### config.mk
export PLATFORM = sky130hd
export DESIGN_NAME = mem_port_arbiter_flat
export DESIGN_NICKNAME = d
export VERILOG_FILES = /design/src/rtl/mem_port_arbiter_pkg.sv /design/src/rtl/mem_port_arbiter_if.sv /design/src/rtl/mem_port_arbiter_starve_cnt.sv /design/src/rtl/mem_port_arbiter.sv /design/src/flat_wrapper.sv
export SDC_FILE = /design/constraint.sdc
export NUM_CORES = 1
export LEC_CHECK = 0
export BUFFER_PORTS_ARGS = -buffer_cell sky130_fd_sc_hd__buf_2
export CAP_MARGIN = 25
export CORE_ASPECT_RATIO = 1.25
export CORE_MARGIN = 5
export CORE_UTILIZATION = 32
export CTS_CLUSTER_DIAMETER = 120
export DETAILED_ROUTE_END_ITERATION = 7
export PLACE_DENSITY = 0.9
export RECOVER_POWER = 100
export SLEW_MARGIN = 5
export SYNTH_ARGS = -nofsm -noshare
export SYNTH_HDL_FRONTEND = slang
export SYNTH_SLANG_ARGS = --single-unit
export TNS_END_PERCENT = 100
### constraint.sdc
create_clock -name clk -period 1.85 [get_ports clk]
set_input_delay 0.37 -clock clk [delete_from_list [all_inputs] [get_ports clk]]
set_output_delay 0.37 -clock clk [all_outputs]
set_load 0.01 [all_outputs]
### src/rtl/mem_port_arbiter_pkg.sv
// Shared types and default widths for the IF/DM memory port arbiter.
// Optional debug/loader port: define MEM_ARB_DEBUG_PORT_EN.
package mem_arb_pkg;

  localparam int unsigned ADDR_W = 16;
  localparam int unsigned DATA_W = 16;

  // Who the read data arriving next cycle belongs to.
  typedef enum logic [1:0] {
    OWN_NONE = 2'd0,
    OWN_IF   = 2'd1,
    OWN_DM   = 2'd2,
    OWN_DBG  = 2'd3
  } owner_e;

endpackage

### src/rtl/mem_port_arbiter_if.sv
// Bundle of the IF, DM and RAM-side signals around the arbiter.
// slave  : the arbiter itself.
// master : the surrounding core + RAM that drive requests and read data.
// Optional debug/loader signals appear when MEM_ARB_DEBUG_PORT_EN is defined.
interface mem_port_arbiter_if
  import mem_arb_pkg::*;
#(
  parameter int unsigned ADDR_W = mem_arb_pkg::ADDR_W,
  parameter int unsigned DATA_W = mem_arb_pkg::DATA_W
);
  logic              if_req;
  logic [ADDR_W-1:0] if_addr;
  logic              if_gnt;
  logic              if_rvalid;
  logic [DATA_W-1:0] if_rdata;

  logic              dm_req;
  logic              dm_we;
  logic [ADDR_W-1:0] dm_addr;
  logic [DATA_W-1:0] dm_wdata;
  logic              dm_gnt;
  logic              dm_rvalid;
  logic [DATA_W-1:0] dm_rdata;

  logic              mem_en;
  logic              mem_we;
  logic [ADDR_W-1:0] mem_addr;
  logic [DATA_W-1:0] mem_wdata;
  logic [DATA_W-1:0] mem_rdata;

`ifdef MEM_ARB_DEBUG_PORT_EN
  logic              dbg_req;
  logic              dbg_we;
  logic [ADDR_W-1:0] dbg_addr;
  logic [DATA_W-1:0] dbg_wdata;
  logic              dbg_gnt;
  logic              dbg_rvalid;
  logic [DATA_W-1:0] dbg_rdata;

  modport slave (
    input  if_req, if_addr, dm_req, dm_we, dm_addr, dm_wdata, mem_rdata,
           dbg_req, dbg_we, dbg_addr, dbg_wdata,
    output if_gnt, if_rvalid, if_rdata, dm_gnt, dm_rvalid, dm_rdata,
           mem_en, mem_we, mem_addr, mem_wdata,
           dbg_gnt, dbg_rvalid, dbg_rdata
  );

  modport master (
    output if_req, if_addr, dm_req, dm_we, dm_addr, dm_wdata, mem_rdata,
           dbg_req, dbg_we, dbg_addr, dbg_wdata,
    input  if_gnt, if_rvalid, if_rdata, dm_gnt, dm_rvalid, dm_rdata,
           mem_en, mem_we, mem_addr, mem_wdata,
           dbg_gnt, dbg_rvalid, dbg_rdata
  );
`else
  modport slave (
    input  if_req, if_addr, dm_req, dm_we, dm_addr, dm_wdata, mem_rdata,
    output if_gnt, if_rvalid, if_rdata, dm_gnt, dm_rvalid, dm_rdata,
           mem_en, mem_we, mem_addr, mem_wdata
  );

  modport master (
    output if_req, if_addr, dm_req, dm_we, dm_addr, dm_wdata, mem_rdata,
    input  if_gnt, if_rvalid, if_rdata, dm_gnt, dm_rvalid, dm_rdata,
           mem_en, mem_we, mem_addr, mem_wdata
  );
`endif

endinterface

### src/rtl/mem_port_arbiter_starve_cnt.sv
// Counts consecutive DM grants taken while IF is waiting; at_limit forces
// the next contended grant to IF. STARVE_LIMIT=0 removes the guard.
module mem_arb_starve_cnt #(
  parameter int unsigned STARVE_LIMIT = 4
) (
  input  logic clk,
  input  logic rst,
  input  logic inc,
  input  logic clr,
  output logic at_limit
);

  if (STARVE_LIMIT == 0) begin : g_off
    logic unused_in;
    assign unused_in = ^{clk, rst, inc, clr};
    assign at_limit  = 1'b0;
  end else begin : g_on
    localparam int unsigned CW = $clog2(STARVE_LIMIT + 1);
    logic [CW-1:0] cnt;

    // Saturating count; holds when neither inc nor clr (e.g. debug grants)
    always_ff @(posedge clk) begin
      if (rst || clr) begin
        cnt <= '0;
      end else if (inc && (cnt != CW'(STARVE_LIMIT))) begin
        cnt <= cnt + 1'b1;
      end
    end

    assign at_limit = (cnt == CW'(STARVE_LIMIT));
  end

endmodule

### src/rtl/mem_port_arbiter.sv
// Single-port RAM arbiter between instruction fetch (IF) and data (DM).
// DM has priority; a starvation counter forces IF through after
// STARVE_LIMIT consecutive contended DM grants. Read data returns one
// cycle after the grant and is steered to the recorded owner.
// Optional debug/loader port with absolute priority: MEM_ARB_DEBUG_PORT_EN.
module mem_port_arbiter
  import mem_arb_pkg::*;
#(
  parameter int unsigned ADDR_W       = mem_arb_pkg::ADDR_W,
  parameter int unsigned DATA_W       = mem_arb_pkg::DATA_W,
  parameter int unsigned STARVE_LIMIT = 4
) (
  input logic              clk,
  input logic              rst,
  mem_port_arbiter_if.slave bus
);

  logic              if_win;
  logic              dm_win;
  logic              dbg_win;
  logic              at_limit;
  logic              sel_we;
  logic [ADDR_W-1:0] sel_addr;
  logic [DATA_W-1:0] sel_wdata;
  logic              if_rv;
  logic              dm_rv;
  owner_e            owner;

  // Pick one winner per cycle and steer its address/data onto the RAM bus
  always_comb begin
    dbg_win   = 1'b0;
    sel_we    = 1'b0;
    sel_addr  = '0;
    sel_wdata = '0;
`ifdef MEM_ARB_DEBUG_PORT_EN
    dbg_win   = !rst && bus.dbg_req;
`endif
    dm_win = !rst && !dbg_win && bus.dm_req && !(bus.if_req && at_limit);
    if_win = !rst && !dbg_win && bus.if_req && !dm_win;
`ifdef MEM_ARB_DEBUG_PORT_EN
    if (dbg_win) begin
      sel_we    = bus.dbg_we;
      sel_addr  = bus.dbg_addr;
      sel_wdata = bus.dbg_wdata;
    end else
`endif
    if (dm_win) begin
      sel_we    = bus.dm_we;
      sel_addr  = bus.dm_addr;
      sel_wdata = bus.dm_wdata;
    end else if (if_win) begin
      sel_addr  = bus.if_addr;
    end
  end

  // Debug grants neither bump nor clear the count, so IF's credit is kept
  mem_arb_starve_cnt #(
    .STARVE_LIMIT(STARVE_LIMIT)
  ) u_starve (
    .clk     (clk),
    .rst     (rst),
    .inc     (dm_win && bus.if_req),
    .clr     (!dbg_win && (if_win || !bus.if_req)),
    .at_limit(at_limit)
  );

  // Remember which requester owns the read data returning next cycle
  always_ff @(posedge clk) begin
    if (rst) begin
      owner <= OWN_NONE;
`ifdef MEM_ARB_DEBUG_PORT_EN
    end else if (dbg_win && !bus.dbg_we) begin
      owner <= OWN_DBG;
`endif
    end else if (dm_win && !bus.dm_we) begin
      owner <= OWN_DM;
    end else if (if_win) begin
      owner <= OWN_IF;
    end else begin
      owner <= OWN_NONE;
    end
  end

  // A read in flight when rst arrives is dropped rather than delivered
  assign if_rv = !rst && (owner == OWN_IF);
  assign dm_rv = !rst && (owner == OWN_DM);

  assign bus.if_gnt    = if_win;
  assign bus.dm_gnt    = dm_win;
  assign bus.if_rvalid = if_rv;
  assign bus.dm_rvalid = dm_rv;
  assign bus.if_rdata  = if_rv ? bus.mem_rdata : '0;
  assign bus.dm_rdata  = dm_rv ? bus.mem_rdata : '0;

  assign bus.mem_en    = if_win || dm_win || dbg_win;
  assign bus.mem_we    = sel_we;
  assign bus.mem_addr  = sel_addr;
  assign bus.mem_wdata = sel_wdata;

`ifdef MEM_ARB_DEBUG_PORT_EN
  assign bus.dbg_gnt    = dbg_win;
  assign bus.dbg_rvalid = !rst && (owner == OWN_DBG);
  assign bus.dbg_rdata  = bus.dbg_rvalid ? bus.mem_rdata : '0;
`endif

endmodule

### src/flat_wrapper.sv
// flat-port wrapper written by rule: the top's interface ports become plain ports
module mem_port_arbiter_flat import mem_arb_pkg::*;
#(
  parameter int unsigned ADDR_W       = mem_arb_pkg::ADDR_W,
  parameter int unsigned DATA_W       = mem_arb_pkg::DATA_W,
  parameter int unsigned STARVE_LIMIT = 4
)
  (clk, rst, bus_if_req, bus_if_addr, bus_dm_req, bus_dm_we, bus_dm_addr, bus_dm_wdata, bus_mem_rdata, bus_if_gnt, bus_if_rvalid, bus_if_rdata, bus_dm_gnt, bus_dm_rvalid, bus_dm_rdata, bus_mem_en, bus_mem_we, bus_mem_addr, bus_mem_wdata);
  mem_port_arbiter_if #(.ADDR_W(ADDR_W), .DATA_W(DATA_W)) bus_i ();
  input logic clk;
  input logic rst;
  input wire logic [$bits(bus_i.if_req)-1:0] bus_if_req;
  input wire logic [$bits(bus_i.if_addr)-1:0] bus_if_addr;
  input wire logic [$bits(bus_i.dm_req)-1:0] bus_dm_req;
  input wire logic [$bits(bus_i.dm_we)-1:0] bus_dm_we;
  input wire logic [$bits(bus_i.dm_addr)-1:0] bus_dm_addr;
  input wire logic [$bits(bus_i.dm_wdata)-1:0] bus_dm_wdata;
  input wire logic [$bits(bus_i.mem_rdata)-1:0] bus_mem_rdata;
  output wire logic [$bits(bus_i.if_gnt)-1:0] bus_if_gnt;
  output wire logic [$bits(bus_i.if_rvalid)-1:0] bus_if_rvalid;
  output wire logic [$bits(bus_i.if_rdata)-1:0] bus_if_rdata;
  output wire logic [$bits(bus_i.dm_gnt)-1:0] bus_dm_gnt;
  output wire logic [$bits(bus_i.dm_rvalid)-1:0] bus_dm_rvalid;
  output wire logic [$bits(bus_i.dm_rdata)-1:0] bus_dm_rdata;
  output wire logic [$bits(bus_i.mem_en)-1:0] bus_mem_en;
  output wire logic [$bits(bus_i.mem_we)-1:0] bus_mem_we;
  output wire logic [$bits(bus_i.mem_addr)-1:0] bus_mem_addr;
  output wire logic [$bits(bus_i.mem_wdata)-1:0] bus_mem_wdata;
  assign bus_i.if_req = bus_if_req;
  assign bus_i.if_addr = bus_if_addr;
  assign bus_i.dm_req = bus_dm_req;
  assign bus_i.dm_we = bus_dm_we;
  assign bus_i.dm_addr = bus_dm_addr;
  assign bus_i.dm_wdata = bus_dm_wdata;
  assign bus_i.mem_rdata = bus_mem_rdata;
  assign bus_if_gnt = bus_i.if_gnt;
  assign bus_if_rvalid = bus_i.if_rvalid;
  assign bus_if_rdata = bus_i.if_rdata;
  assign bus_dm_gnt = bus_i.dm_gnt;
  assign bus_dm_rvalid = bus_i.dm_rvalid;
  assign bus_dm_rdata = bus_i.dm_rdata;
  assign bus_mem_en = bus_i.mem_en;
  assign bus_mem_we = bus_i.mem_we;
  assign bus_mem_addr = bus_i.mem_addr;
  assign bus_mem_wdata = bus_i.mem_wdata;
  mem_port_arbiter #(.ADDR_W(ADDR_W), .DATA_W(DATA_W), .STARVE_LIMIT(STARVE_LIMIT)) u_core (.clk(clk), .rst(rst), .bus(bus_i));
endmodule
======== Word-level counts from Yosys, hierarchy flattened ========
Index checks and enable logic that the tools add are counted.
W data, S select, Z words.
word-level totals
  register bits ........................... 5
  input bits .............................. 69
  output and inout port bits .............. 70
operators by class
  $add $sub $neg .......................... 1
  equal/unequal tests ..................... 4
  multiplexer cells ....................... 8
  reduce and logical (&&, ||, !) cells .... 19
operator list
  kind                   number
  $mux W16               5
  $logic_and A1 B1 Y1    10
  $logic_not A1 Y1       5
  $add A3 B1 Y3 const B  1
  $eq A3 B3 Y1 const B   1
  $logic_or A1 B1 Y1     3
  $ne A3 B3 Y1 const B   1
  $eq A2 B1 Y1 const B   1
  $eq A2 B2 Y1 const B   1
  $mux W1                2
  $mux W2                1
  $reduce_or A2 Y1       1

======== Longest topological paths before layout ========
Gate-level depths: netlist of run 1.
  word-level depth ........................ 8
  mapped depth ............................ 6
  depth with buffers taken out ............ 4

======== Cells and area by module ========
A second synthesis of run 1 with hierarchy kept.
unflattened totals
  cells, all modules ...................... 145
  area total of the unflattened synthesis .. 1,181.1 um^2
by module, submodules not included
  module              times used  cells each  area each (um^2)  sequential area each (um^2)
  mem_port_arbiter    1           127         993.5             40.0
  mem_arb_starve_cnt  1           18          187.7             60.1

======== Least setup slack after synthesis of run 1 ========
No wires, ideal clock.
  path type ............................... reg-to-output
  start point ............................. reg u_core.u_starve.g_on.cnt[0]
  end point ............................... out bus_mem_addr[10]
  arrival time ............................ 1.334 ns
  required time ........................... 1.480 ns
  path slack .............................. 0.146 ns
  cell stages (with the launch flop) ...... 7
  cell sequence ........................... dfxtp_1 > inv_1 > ha_1 > and3_1 > buf_2 > buf_6 > o22ai_1
between the ends
  cells in the longest elaborated chain, start to end .. 8
ends and longest elaborated chain
  what                    RTL line                           source
  from (decl)             mem_port_arbiter_starve_cnt.sv:19  logic [CW-1:0] cnt;
  from (signal assigned)  mem_port_arbiter_starve_cnt.sv:26  cnt <= cnt + 1'b1;
  $eq A3 B3 Y1 *          mem_port_arbiter_starve_cnt.sv:30  assign at_limit = (cnt == CW'(STARVE_LIMIT));
  $logic_and A1 B1 Y1 *   mem_port_arbiter.sv:38             dm_win = !rst && !dbg_win && bus.dm_req && !(bus.if_req && at_limit);
  $logic_not A1 Y1 *      mem_port_arbiter.sv:38
  $logic_and A1 B1 Y1 *   mem_port_arbiter.sv:38
  $logic_not A1 Y1        mem_port_arbiter.sv:39             if_win = !rst && !dbg_win && bus.if_req && !dm_win;
  $logic_and A1 B1 Y1     mem_port_arbiter.sv:39
  $mux W16                mem_port_arbiter.sv:51             end else if (if_win) begin
  $mux W16 *              mem_port_arbiter.sv:47             if (dm_win) begin
  to (decl)               flat_wrapper.sv:27                 output wire logic [$bits(bus_i.mem_addr)-1:0] bus_mem_addr;
Every way passes the cells marked *; elsewhere a longest branch is shown, timed or not.

======== Final worst setup path of run 1 ========
  start point ............................. reg u_core.u_starve.g_on.cnt[0]
  end point ............................... out bus_mem_addr[6]
Same word-level chain as after synthesis.

==> parameters.txt, run 1 <==
Parameter                              Value

Critical path
  Critical Path Slowest Stage Cell ... dfxtp_2
  Kind of end point of the critical path ... output port
  Kind of launch point of the worst setup path ... flip-flop
  Crit-path max FO ... 6
  Crit Path Class ... reg -> out
  Cell chain of the critical path ... inv_1 > ha_4 > a21boi_4 > clkbuf_16 > o22ai_1 > buf_2
  Delay of the slowest critical-path stage ... 0.33 ns
  Req. time, crit path ... 1.48 ns
  Data arrival time of the worst path ... 1.44 ns

Synth
  Cells taking the most area after synthesis ... nand3b_1 23%, and2_1 19%, and3_1 11%
  Post-synthesis cell type count ... 24
  Net count after synthesis ... about 210
  Synth Register Bits ... 5
  Gate count after technology mapping ... 141
  Number of warning messages in the yosys log ... 0
  Sequential element share of the synthesized area ... 0.0948
  Post-Synthesis Cell Area ... 1060 um2
  Mean area per synthesized cell ... 7.49 um2
  Synth area leader ... nand3b_1
  Share of the synthesized area in the top cell type ... 0.227

Timing
  Final number of hold-violating endpoints ... 0
  Max-slew violation count ... 0
  Worst-case headroom to the max-slew limit ... 0.689
  Min cycle time layout ... 1.81 ns
  Achievable frequency ... 553 MHz
  Final worst-path cycle share ... 0.977
  Setup clock skew after layout ... between 0.002 and 0.0025 ns
  Setup-failing EPs final ... 0
  Transition time at the pin with the least slew margin ... about 0.46 ns

Placed design
  HPWL after DPL ... 3.49 mm
  PortBufs ... 138
  Weighted congestion at the end of routability-driven global placement ... 0.692

Clock tree
  CTS buffer count ... 3
  Clock latency on the worst-skew pair ... between 0.2 and 0.25 ns
  Number of sinks driven by the clock tree ... 5
  Buffer depth of the longest clock path ... 2
  Clock edge transition at the registers on the reported setup and hold paths ... 0.04 ns
  Number of hold buffers added after CTS ... 0
  TritonCTS clock tree ... yes
  H-tree Lvls ... 1
  Buffer cell driving the clock tree root ... clkbuf_8

Die
  Floorplan die area ... between 4000 and 5000 um2
  DIE HEIGHT ... 74.2 um
  Core ar. ... about 3200 um2
  Ports ... 139
  Initial cell density of the core ... 0.331
  Num rows ... 23
  X dimension of the die ... between 60 and 70 um

Pwr
  Switching power ... 193 uW
  Maximum vdd drop ... between 0.2 and 0.3 mV
  Post-layout total power ... 610 uW
  Leakage power of the design ... roughly 1.1 nW
  Sequential Power Share ... 0.187
  Part of the power in combinational logic ... 0.479
  Part of the power in the clock network ... 0.334
  Power density relative to cell area ... roughly 320 nW/um2
  Net Sw Frac ... 0.316
  Cell internal pwr ... 417 uW

GRT
  Global-route wire length before repair ... 6.24 mm
  Maximum number of pins on one net before global-route repair ... 28
  Antenna violations before repair ... 0
  Met2 GRT Util ... 0.313
  Aggregate global-route resource usage ... 0.175
  Busiest layer in global routing ... met2
  Global route total overflow ... 0
  Global routing met3 resource utilization ... 0.0451
  Via count of the first global-routing pass ... 1444
  Met1 Track Usage GR ... 0.200

Finish
  Final layout net count ... 353
  Most frequent cells in the layout ... 138 x buf_2, 32 x nand3b_1, 32 x and2_1
  Most common cell after layout, fill and taps aside ... buf_2
  Antenna fix cells ... 0
  Core utilization of the finished layout ... 0.599
  Layout cells sized above 1 ... 0.594
  Area growth from synthesis to layout ... 81.3%

Route
  Drt pass-1 iters ... 4
  Routed WL per cell ... 14.1 um
  Residual antenna-violating net count after detailed routing ... 0
  Number of vias per cell after detailed routing ... roughly 5.0
  Number of DRC violations after detailed routing ... 0
  DRT iter0 DRCs ... 56
  Final routed wirelength across all metal layers ... 4.47 mm
  Routed via count ... 1583

Outcome
  Result of the run ... completed

Flow run
  Max Cap Violations ... 0

Hold path
  Class of the worst hold path ... in -> reg
flip-flops by register name, summed over array words and instances, names as in the netlist:
signal and cells:
u_core.owner 2, u_core.u_starve.g_on.cnt 3
cells by family after synthesis:
| kind of cell | share of synthesized area |
|---|---|
| DFF | 0.0948 |
| adders and majority gates | 0.0237 |
| buffers and inverters | 0.111 |
| and+or+nand+nor | 0.646 |
| AOI/OAI and AO/OA | 0.124 |
synth_stat cells (all sizes together):
cell type and count:
a211oi 2, a21boi 1, a21oi 1, and2 32, and3 18, buf 14
clkbuf 1, dfxtp 5, ha 2, inv 3, nand2b 2, nand3 1
nand3b 33, nor2 3, nor2b 1, nor3 1, nor3b 4, o22ai 16
or3b 1
final timing paths:
check / startpoint / end / slack, ns / cells past startpoint
max: u_core.u_starve.g_on.cnt[0]$_SDFFE_PP0P_ / bus_mem_addr[6] / 0.04 / 6
min: bus_dm_we / u_core.owner[1]$_SDFF_PP0_ / 0.33 / 2
max reg2reg: u_core.u_starve.g_on.cnt[1]$_SDFFE_PP0P_ / u_core.owner[1]$_SDFF_PP0_ / 0.70 / 5
min reg2reg: u_core.u_starve.g_on.cnt[0]$_SDFFE_PP0P_ / u_core.u_starve.g_on.cnt[0]$_SDFFE_PP0P_ / 0.42 / 1
timing repair:
action / in CTS / in global routing
gates resized for setup: 6 / 6
gates cloned: 1 / 2
setup endpoints to repair: 34 / 34
pin swaps: 1 / 2
buffers inserted: 1 / 1
per-layer routing:
| metal | part of all wire | wire (um) |
|---|---|---|
| met5 | 0 | 0 |
| met4 | 0.0089 | 40 |
| met3 | 0.15 | 666 |
| met2 | 0.48 | 2140 |
| met1 | 0.36 | 1620 |
stage by stage:
step	hold slack (ns)	TNS [ns]	setup WS [ns]	instances	area (um2)
2_1_floorplan	0.420	0	0.146	141	1060
3_3_place_gp	0.431	-0.854	-0.0572	309	1760
3_5_place_dp	0.451	-1.89	-0.124	309	1760
4_1_cts	0.329	0	0.00931	315	1840
5_1_grt	0.330	-0.0185	-0.0102	318	1910
6_report	0.331	0	0.0424	318	1910
worst max-delay path: cells and delay by family, from the launching register on:
family,cells,cell delay [ns]
compound gates,2,0.30
fa+ha+maj,1,0.19
buf+inv,3,0.40
flops,1,0.33
power by group through the flow:
stage | registers, mW | clock network (mW) | logic, mW
3_5_place_dp | 0.116 | 0 | 0.275
5_1_grt | 0.114 | 0.223 | 0.321
6_report | 0.114 | 0.204 | 0.292
2_1_floorplan | 0.115 | 0 | 0.138
3_3_place_gp | 0.115 | 0 | 0.269
4_1_cts | 0.114 | 0.211 | 0.278
cell type report:
type | count | area (um2)
sequential | 5 | 104
tap | 37 | 46.3
multi-input combinational | 119 | 893
fill | 310 | 1280
inverter | 3 | 11.3
clock buffer | 4 | 45.0
timing repair buffer | 150 | 815
Power figures use the tool's default switching activity.
==> run 2, diff against run 1 <==
--- a/config.mk
+++ b/config.mk
@@ -12,7 +12,7 @@
 export CORE_UTILIZATION = 32
 export CTS_CLUSTER_DIAMETER = 120
 export DETAILED_ROUTE_END_ITERATION = 7
-export PLACE_DENSITY = 0.9
+export PLACE_DENSITY = 0.82
 export RECOVER_POWER = 100
 export SLEW_MARGIN = 5
 export SYNTH_ARGS = -nofsm -noshare
==> run 2 against run 1 <==
  * Via count rose by 3.3%
  * Clock power about the same
  * Count of clock-buffer cells in the layout unchanged
  * Register-to-register slack worse by 0.10 ns
==> parameters.txt, run 2 (synthesis results as in run 1) <==
Parameter                              Value

Critical path
  Data arrival time of the worst path ... 1.47 ns (+0.03 ns)
  Crit Path Class ... reg -> out
  Kind of end point of the critical path ... output port
  Crit-path max FO ... 7 (+1)
  R2R Setup Slk ... 0.60 ns (-0.10 ns)
  Kind of launch point of the worst setup path ... flip-flop
  Origin of the worst setup path ... u_core.u_starve.g_on.cnt[0]$_SDFFE_PP0P_
  Req. time, crit path ... 1.48 ns (about the same)
  Reg2Reg Launch Point ... u_core.u_starve.g_on.cnt[0]$_SDFFE_PP0P_

Finish
  Multi-input logic area ... 910 um2 (+1.8%)
  Largest Register ... u_core.u_starve.g_on.cnt
  Antenna fix cells ... 0 (unchanged)
  Seq. cell area ... 104 um2 (unchanged)
  Final layout net count ... 354 (+0.28%)
  Final standard cell count with taps included and fillers excluded ... 319 (+0.31%)
  Total of fill cells in the finished design ... 329 (+6.1%)
  Flip-flop count of the largest register, all copies and words added ... 3 (unchanged)
  Top Registers ... u_core.u_starve.g_on.cnt x3, u_core.owner x2
  Most frequent cells in the layout ... 138 x buf_2, 32 x nand3b_1, 32 x and2_1
  Layout cells sized above 1 ... 0.603 (+0.00853)
  Most common cell after layout, fill and taps aside ... buf_2
  Area growth from synthesis to layout ... 84.0%

Die
  Ports ... 139 (unchanged)
  DIE HEIGHT ... 74.2 um (unchanged)
  Core ar. ... 3190 um2 (unchanged)
  Num rows ... 23 (unchanged)
  Initial cell density of the core ... 0.331 (unchanged)
  Floorplan die area ... 4560 um2 (unchanged)
  X dimension of the die ... 61.4 um (unchanged)

Pwr
  Part of the power in the clock network ... 0.327 (-0.007)
  Post-layout total power ... 615 uW (+0.82%)
  Net Sw Frac ... 0.318 (+0.00192)
  Part of the power in combinational logic ... 0.487 (+0.008)
  Sequential Power Share ... 0.186 (about the same)
  Power density relative to cell area ... 317 nW/um2 (-0.67%)
  Leakage power of the design ... 1.12 nW (about the same)
  Maximum vdd drop ... 0.375 mV (+48%)
  Cell internal pwr ... 420 uW (+0.54%)
  Switching power ... 196 uW (+1.4%)

Timing
  Fin worst setup slack ... 0.00745 ns (-0.0350 ns)
  Achievable frequency ... 543 MHz (-1.9%)
  Setup repair after global routing missed its margin ... yes
  Accumulated negative setup slack ... 0 ns (unchanged)
  Min cycle time layout ... 1.84 ns (+0.0350 ns)
  Final number of hold-violating endpoints ... 0 (unchanged)
  Transition time at the pin with the least slew margin ... 0.444 ns (-0.0200 ns)
  Final worst-path cycle share ... 0.996 (+0.0189)
  Setup clock skew after layout ... 0.000530 ns (-0.00188 ns)
  Worst-case headroom to the max-slew limit ... 0.703 (+0.0134)
  Setup-failing EPs final ... 0 (unchanged)
  Max-slew violation count ... 0 (unchanged)

Route
  Residual antenna-violating net count after detailed routing ... 0 (unchanged)
  Number of DRC violations after detailed routing ... 0 (unchanged)
  Number of vias per cell after detailed routing ... 5.13 (+3.0%)
  Final routed wirelength across all metal layers ... 4.69 mm (+4.8%)
  DRT iter0 DRCs ... 45 (-20%)
  Routed WL per cell ... 14.7 um (+4.5%)
  Drt pass-1 iters ... 4 (unchanged)
  Routed via count ... 1635 (+3.3%)

Clock tree
  Buffer cell driving the clock tree root ... clkbuf_8
  Clock edge transition at the registers on the reported setup and hold paths ... 0.03 ns (about the same)
  TritonCTS clock tree ... yes
  H-tree Lvls ... 1 (unchanged)
  Buffer depth of the longest clock path ... 2 (unchanged)
  Clock latency on the worst-skew pair ... 0.22 ns (about the same)
  Number of sinks driven by the clock tree ... 5 (unchanged)
  CTS buffer count ... 3 (unchanged)
  Number of hold buffers added after CTS ... 0 (unchanged)

Hold path
  Class of the worst hold path ... in -> reg
  Min-Delay Startpoint ... bus_dm_we

GRT
  Maximum number of pins on one net before global-route repair ... 37 (+32%)
  Aggregate global-route resource usage ... 0.171 (-0.00345)
  Antenna violations before repair ... 1 (+1)
  Via count of the first global-routing pass ... 1480 (+2.5%)
  Global-route wire length before repair ... 6.13 mm (-1.9%)
  Global route total overflow ... 0 (unchanged)

Placed design
  PortBufs ... 138 (unchanged)
  Number of placed instances, taps included ... 309 (unchanged)
  Weighted congestion at the end of routability-driven global placement ... 0.783 (+13%)
  Setup Slack @ Placement ... -0.0231 ns (+0.101 ns)
  HPWL after DPL ... 3.62 mm (+3.6%)

Flow run
  Max Cap Violations ... 0 (unchanged)

Outcome
  Result of the run ... completed
run 2: final timing paths:
kind / end / cells past startpoint
max: bus_mem_addr[1] / 6
max reg2reg: u_core.u_starve.g_on.cnt[2]$_SDFFE_PP0P_ / 5
min: u_core.owner[1]$_SDFF_PP0_ / 2
min reg2reg: u_core.u_starve.g_on.cnt[0]$_SDFFE_PP0P_ / 1
run 2: layer usage:
metal	share of wire	routed length (um)	vias up	global-route usage
met4	0.0073	34	2	0.0495
met2	0.49	2290	112	0.333
met1	0.34	1600	721	0.174
met5	0.0028	13	-	0
li1	-	-	792	-
met3	0.16	744	8	0.0434
run 2: timing repair:
item                       in CTS  in global routing
gates cloned                    0                  3
setup endpoints to repair      34                 33
pin swaps                       1                  2
buffers inserted                1                  2
resized for setup               6                 10
run 2: layout make-up:
class                      count  area share
clock buffer                   4      0.0232
inverter                       3     0.00580
multi-input combinational    120       0.468
sequential                     5      0.0534
tap                           37      0.0238
timing repair buffer         150       0.426
run 2: power groups by stage:
stage	Sequential, mW	Clock, mW	Combinational, mW
6_report	0.115	0.201	0.300
5_1_grt	0.115	0.212	0.327
4_1_cts	0.114	0.205	0.285
3_5_place_dp	0.116	0	0.279
2_1_floorplan	0.115	0	0.138
3_3_place_gp	0.115	0	0.273
run 2: worst max-delay path: stages (launching register included):
cell and delay (ns):
dfxtp_2 0.35, inv_2 0.05, ha_4 0.17, a21boi_4 0.27
clkbuf_16 0.20, o22ai_1 0.06, buf_2 0.15
run 2: per-stage QoR:
step | instance area (um2) | hold WS [ns] | util
6_report | 1940 | 0.358 | 0.608
3_3_place_gp | 1770 | 0.431 | 0.555
2_1_floorplan | 1060 | 0.420 | -
3_5_place_dp | 1770 | 0.452 | 0.555
5_1_grt | 1940 | 0.361 | 0.608
4_1_cts | 1850 | 0.353 | 0.580
==> run 3, diff against run 2 <==
--- a/config.mk
+++ b/config.mk
@@ -12,9 +12,10 @@
 export CORE_UTILIZATION = 32
 export CTS_CLUSTER_DIAMETER = 120
 export DETAILED_ROUTE_END_ITERATION = 7
+export MAX_ROUTING_LAYER = met4
 export PLACE_DENSITY = 0.82
 export RECOVER_POWER = 100
-export SLEW_MARGIN = 5
+export SLEW_MARGIN = 20
 export SYNTH_ARGS = -nofsm -noshare
 export SYNTH_HDL_FRONTEND = slang
 export SYNTH_SLANG_ARGS = --single-unit
==> run 3 against run 2 <==
  * Die area stayed put
  * First-iteration DRC count is 11% lower
  * Sequential power hardly changed
  * Via count is 1.9% lower
  * Critical path depth stayed put
  * Combinational power hardly changed
  * Routed wire length is 1.6% lower
  * Final area is 0.13% higher
  * Total power is 0.32% lower
  * Utilization is 0.078 points higher
  * Critical path type unchanged
==> parameters.txt, run 3 (synthesis results as in run 1) <==
Parameter                              Value

Pwr
  Cell internal pwr ... 420 uW (about the same)
  Net Sw Frac ... 0.316 (-0.00211)
  Part of the power in combinational logic ... 0.487 (about the same)
  Leakage power of the design ... 1.12 nW (about the same)
  Part of the power in the clock network ... 0.326 (about the same)
  Power density relative to cell area ... 315 nW/um2 (-0.45%)
  Post-layout total power ... 613 uW (-0.32%)
  Sequential Power Share ... 0.187 (about the same)
  Maximum vdd drop ... 0.376 mV (about the same)
  Switching power ... 194 uW (-0.98%)

Die
  Floorplan die area ... 4560 um2 (unchanged)
  X dimension of the die ... 61.4 um (unchanged)
  DIE HEIGHT ... 74.2 um (unchanged)
  Num rows ... 23 (unchanged)
  Initial cell density of the core ... 0.331 (unchanged)
  Core ar. ... 3190 um2 (unchanged)
  Ports ... 139 (unchanged)

GRT
  Aggregate global-route resource usage ... 0.177 (+0.00582)
  Met1 Track Usage GR ... 0.179 (+0.00517)
  Global-route wire length before repair ... 6.14 mm (+0.23%)
  Antenna violations before repair ... 1 (unchanged)
  Met2 GRT Util ... 0.332 (-0.00118)
  Global route total overflow ... 0 (unchanged)
  Busiest layer in global routing ... met2
  Global routing met3 resource utilization ... 0.0399 (-0.00347)
  Maximum number of pins on one net before global-route repair ... 37 (unchanged)
  Via count of the first global-routing pass ... 1479 (-0.068%)

Finish
  Layout cells sized above 1 ... 0.603 (unchanged)
  Most frequent cells in the layout ... 138 x buf_2, 32 x nand3b_1, 32 x and2_1
  Final layout net count ... 354 (unchanged)
  Area growth from synthesis to layout ... 84.2%
  Flip-flop count of the largest register, all copies and words added ... 3 (unchanged)
  Largest Register ... u_core.u_starve.g_on.cnt
  Top Registers ... u_core.u_starve.g_on.cnt x3, u_core.owner x2
  Most common cell after layout, fill and taps aside ... buf_2
  Core utilization of the finished layout ... 0.609 (+0.000783)

Placed design
  PortBufs ... 138 (unchanged)
  Weighted congestion at the end of routability-driven global placement ... 0.793 (+1.4%)
  HPWL after DPL ... 3.62 mm (unchanged)

Route
  Residual antenna-violating net count after detailed routing ... 0 (unchanged)
  Routed WL per cell ... 14.4 um (-1.9%)
  Routed via count ... 1604 (-1.9%)
  Drt pass-1 iters ... 4 (unchanged)
  DRT iter0 DRCs ... 40 (-11%)
  Final routed wirelength across all metal layers ... 4.61 mm (-1.6%)
  Number of vias per cell after detailed routing ... 5.01 (-2.2%)
  Number of DRC violations after detailed routing ... 0 (unchanged)

Critical path
  Family with the most delay on the worst path ... buffers and inverters
  Number of buffer and inverter instances along the worst setup path ... 3 (unchanged)
  Kind of launch point of the worst setup path ... flip-flop
  Critical Path Slowest Stage Cell ... dfxtp_2
  Data arrival time of the worst path ... 1.46 ns (about the same)
  R2R Setup Slk ... 0.60 ns (about the same)
  Reg2reg end ... u_core.u_starve.g_on.cnt[2]$_SDFFE_PP0P_
  Req. time, crit path ... 1.48 ns (about the same)
  Crit Path Class ... reg -> out
  Cell chain of the critical path ... inv_2 > ha_4 > a21boi_4 > clkbuf_16 > o22ai_1 > buf_2
  Count of cells along the worst register-to-register path ... 5 (unchanged)
  Crit-path max FO ... 7 (unchanged)
  Delay of the slowest critical-path stage ... 0.34 ns (about the same)
  Kind of end point of the critical path ... output port
  Reg2Reg Launch Point ... u_core.u_starve.g_on.cnt[0]$_SDFFE_PP0P_

Timing
  Setup clock skew after layout ... 0.000799 ns (+0.000269 ns)
  Max-slew violation count ... 0 (unchanged)
  Final number of hold-violating endpoints ... 0 (unchanged)
  Setup-failing EPs final ... 0 (unchanged)
  Worst-case headroom to the max-slew limit ... 0.698 (-0.00445)
  Final worst-path cycle share ... 0.992 (-0.00444)
  Achievable frequency ... 545 MHz (+0.45%)
  Transition time at the pin with the least slew margin ... 0.450 ns (+0.00665 ns)
  Setup repair after global routing missed its margin ... yes
  Min cycle time layout ... 1.83 ns (-0.00821 ns)

Clock tree
  Clock edge transition at the registers on the reported setup and hold paths ... 0.03 ns (about the same)
  Clock latency on the worst-skew pair ... 0.22 ns (about the same)
  CTS buffer count ... 3 (unchanged)
  Number of sinks driven by the clock tree ... 5 (unchanged)
  TritonCTS clock tree ... yes
  Buffer cell driving the clock tree root ... clkbuf_8
  Number of hold buffers added after CTS ... 0 (unchanged)
  H-tree Lvls ... 1 (unchanged)
  Buffer depth of the longest clock path ... 2 (unchanged)

Hold path
  Hold Path Stages ... 2 (unchanged)
  Worst hold path endpoint ... u_core.owner[1]$_SDFF_PP0_
  Min-Delay Startpoint ... bus_dm_we
  Class of the worst hold path ... in -> reg

Outcome
  Result of the run ... completed

Flow run
  Max Cap Violations ... 0 (unchanged)
run 3: cell type report:
cell class                      instances  area, um2
Fill cell                             328       1250
Antenna cell                            1       2.50
Multi-Input combinational cell        120        910
Clock buffer                            4       45.0
Timing Repair Buffer                  150        827
Tap cell                               37       46.3
Sequential cell                         5        104
Inverter                                3       11.3
run 3: repair_timing:
item                                    4_1_cts  5_1_grt
endpoints found under the hold margin         0        0
resized for setup                             6       10
cloned                                        0        3
endpoints found under the setup margin       34       33
setup buffers                                 1        2
pin swaps                                     1        2
run 3: how the worst max path moves through the flow:
stage / startpoint / endpoint / slack (ns) / cells after the start
final: u_core.u_starve.g_on.cnt[0]$_SDFFE_PP0P_ / bus_mem_addr[7] / 0.02 / 6
after global routing: u_core.u_starve.g_on.cnt[0]$_SDFFE_PP0P_ / bus_mem_addr[1] / -0.02 / 6
after CTS: u_core.u_starve.g_on.cnt[0]$_SDFFE_PP0P_ / bus_mem_wdata[4] / -0.0001 / 6
after detailed placement: u_core.u_starve.g_on.cnt[0]$_SDFFE_PP0P_ / bus_mem_addr[12] / -0.02 / 5
after global placement: u_core.u_starve.g_on.cnt[0]$_SDFFE_PP0P_ / bus_mem_addr[12] / 0.005 / 5
after floorplan: u_core.u_starve.g_on.cnt[0]$_SDFFE_PP0P_ / bus_mem_addr[10] / 0.15 / 6
run 3: power groups by stage:
stage	Combinational [mW]	Clock, mW	Sequential (mW)
6_report	0.298	0.200	0.115
5_1_grt	0.327	0.212	0.115
4_1_cts	0.285	0.205	0.114
3_5_place_dp	0.279	0	0.116
3_3_place_gp	0.273	0	0.115
2_1_floorplan	0.138	0	0.115
run 3: through the flow:
stage	hold WS [ns]	area (um2)	setup TNS (ns)	std cells	setup WS, ns
after floorplan	0.420	1060	0	141	0.146
after global placement	0.431	1770	0	309	0.00501
after detailed placement	0.452	1770	-0.0610	309	-0.0231
after CTS	0.353	1850	-0.000114	314	-0.000114
after global routing	0.361	1950	-0.145	320	-0.0228
final	0.359	1950	0	320	0.0157
run 3: routing by layer:
layer	routed length, um	share of wire
met1	1560	0.34
met2	2320	0.50
met3	719	0.16
met4	12	0.0026
met5	0	0
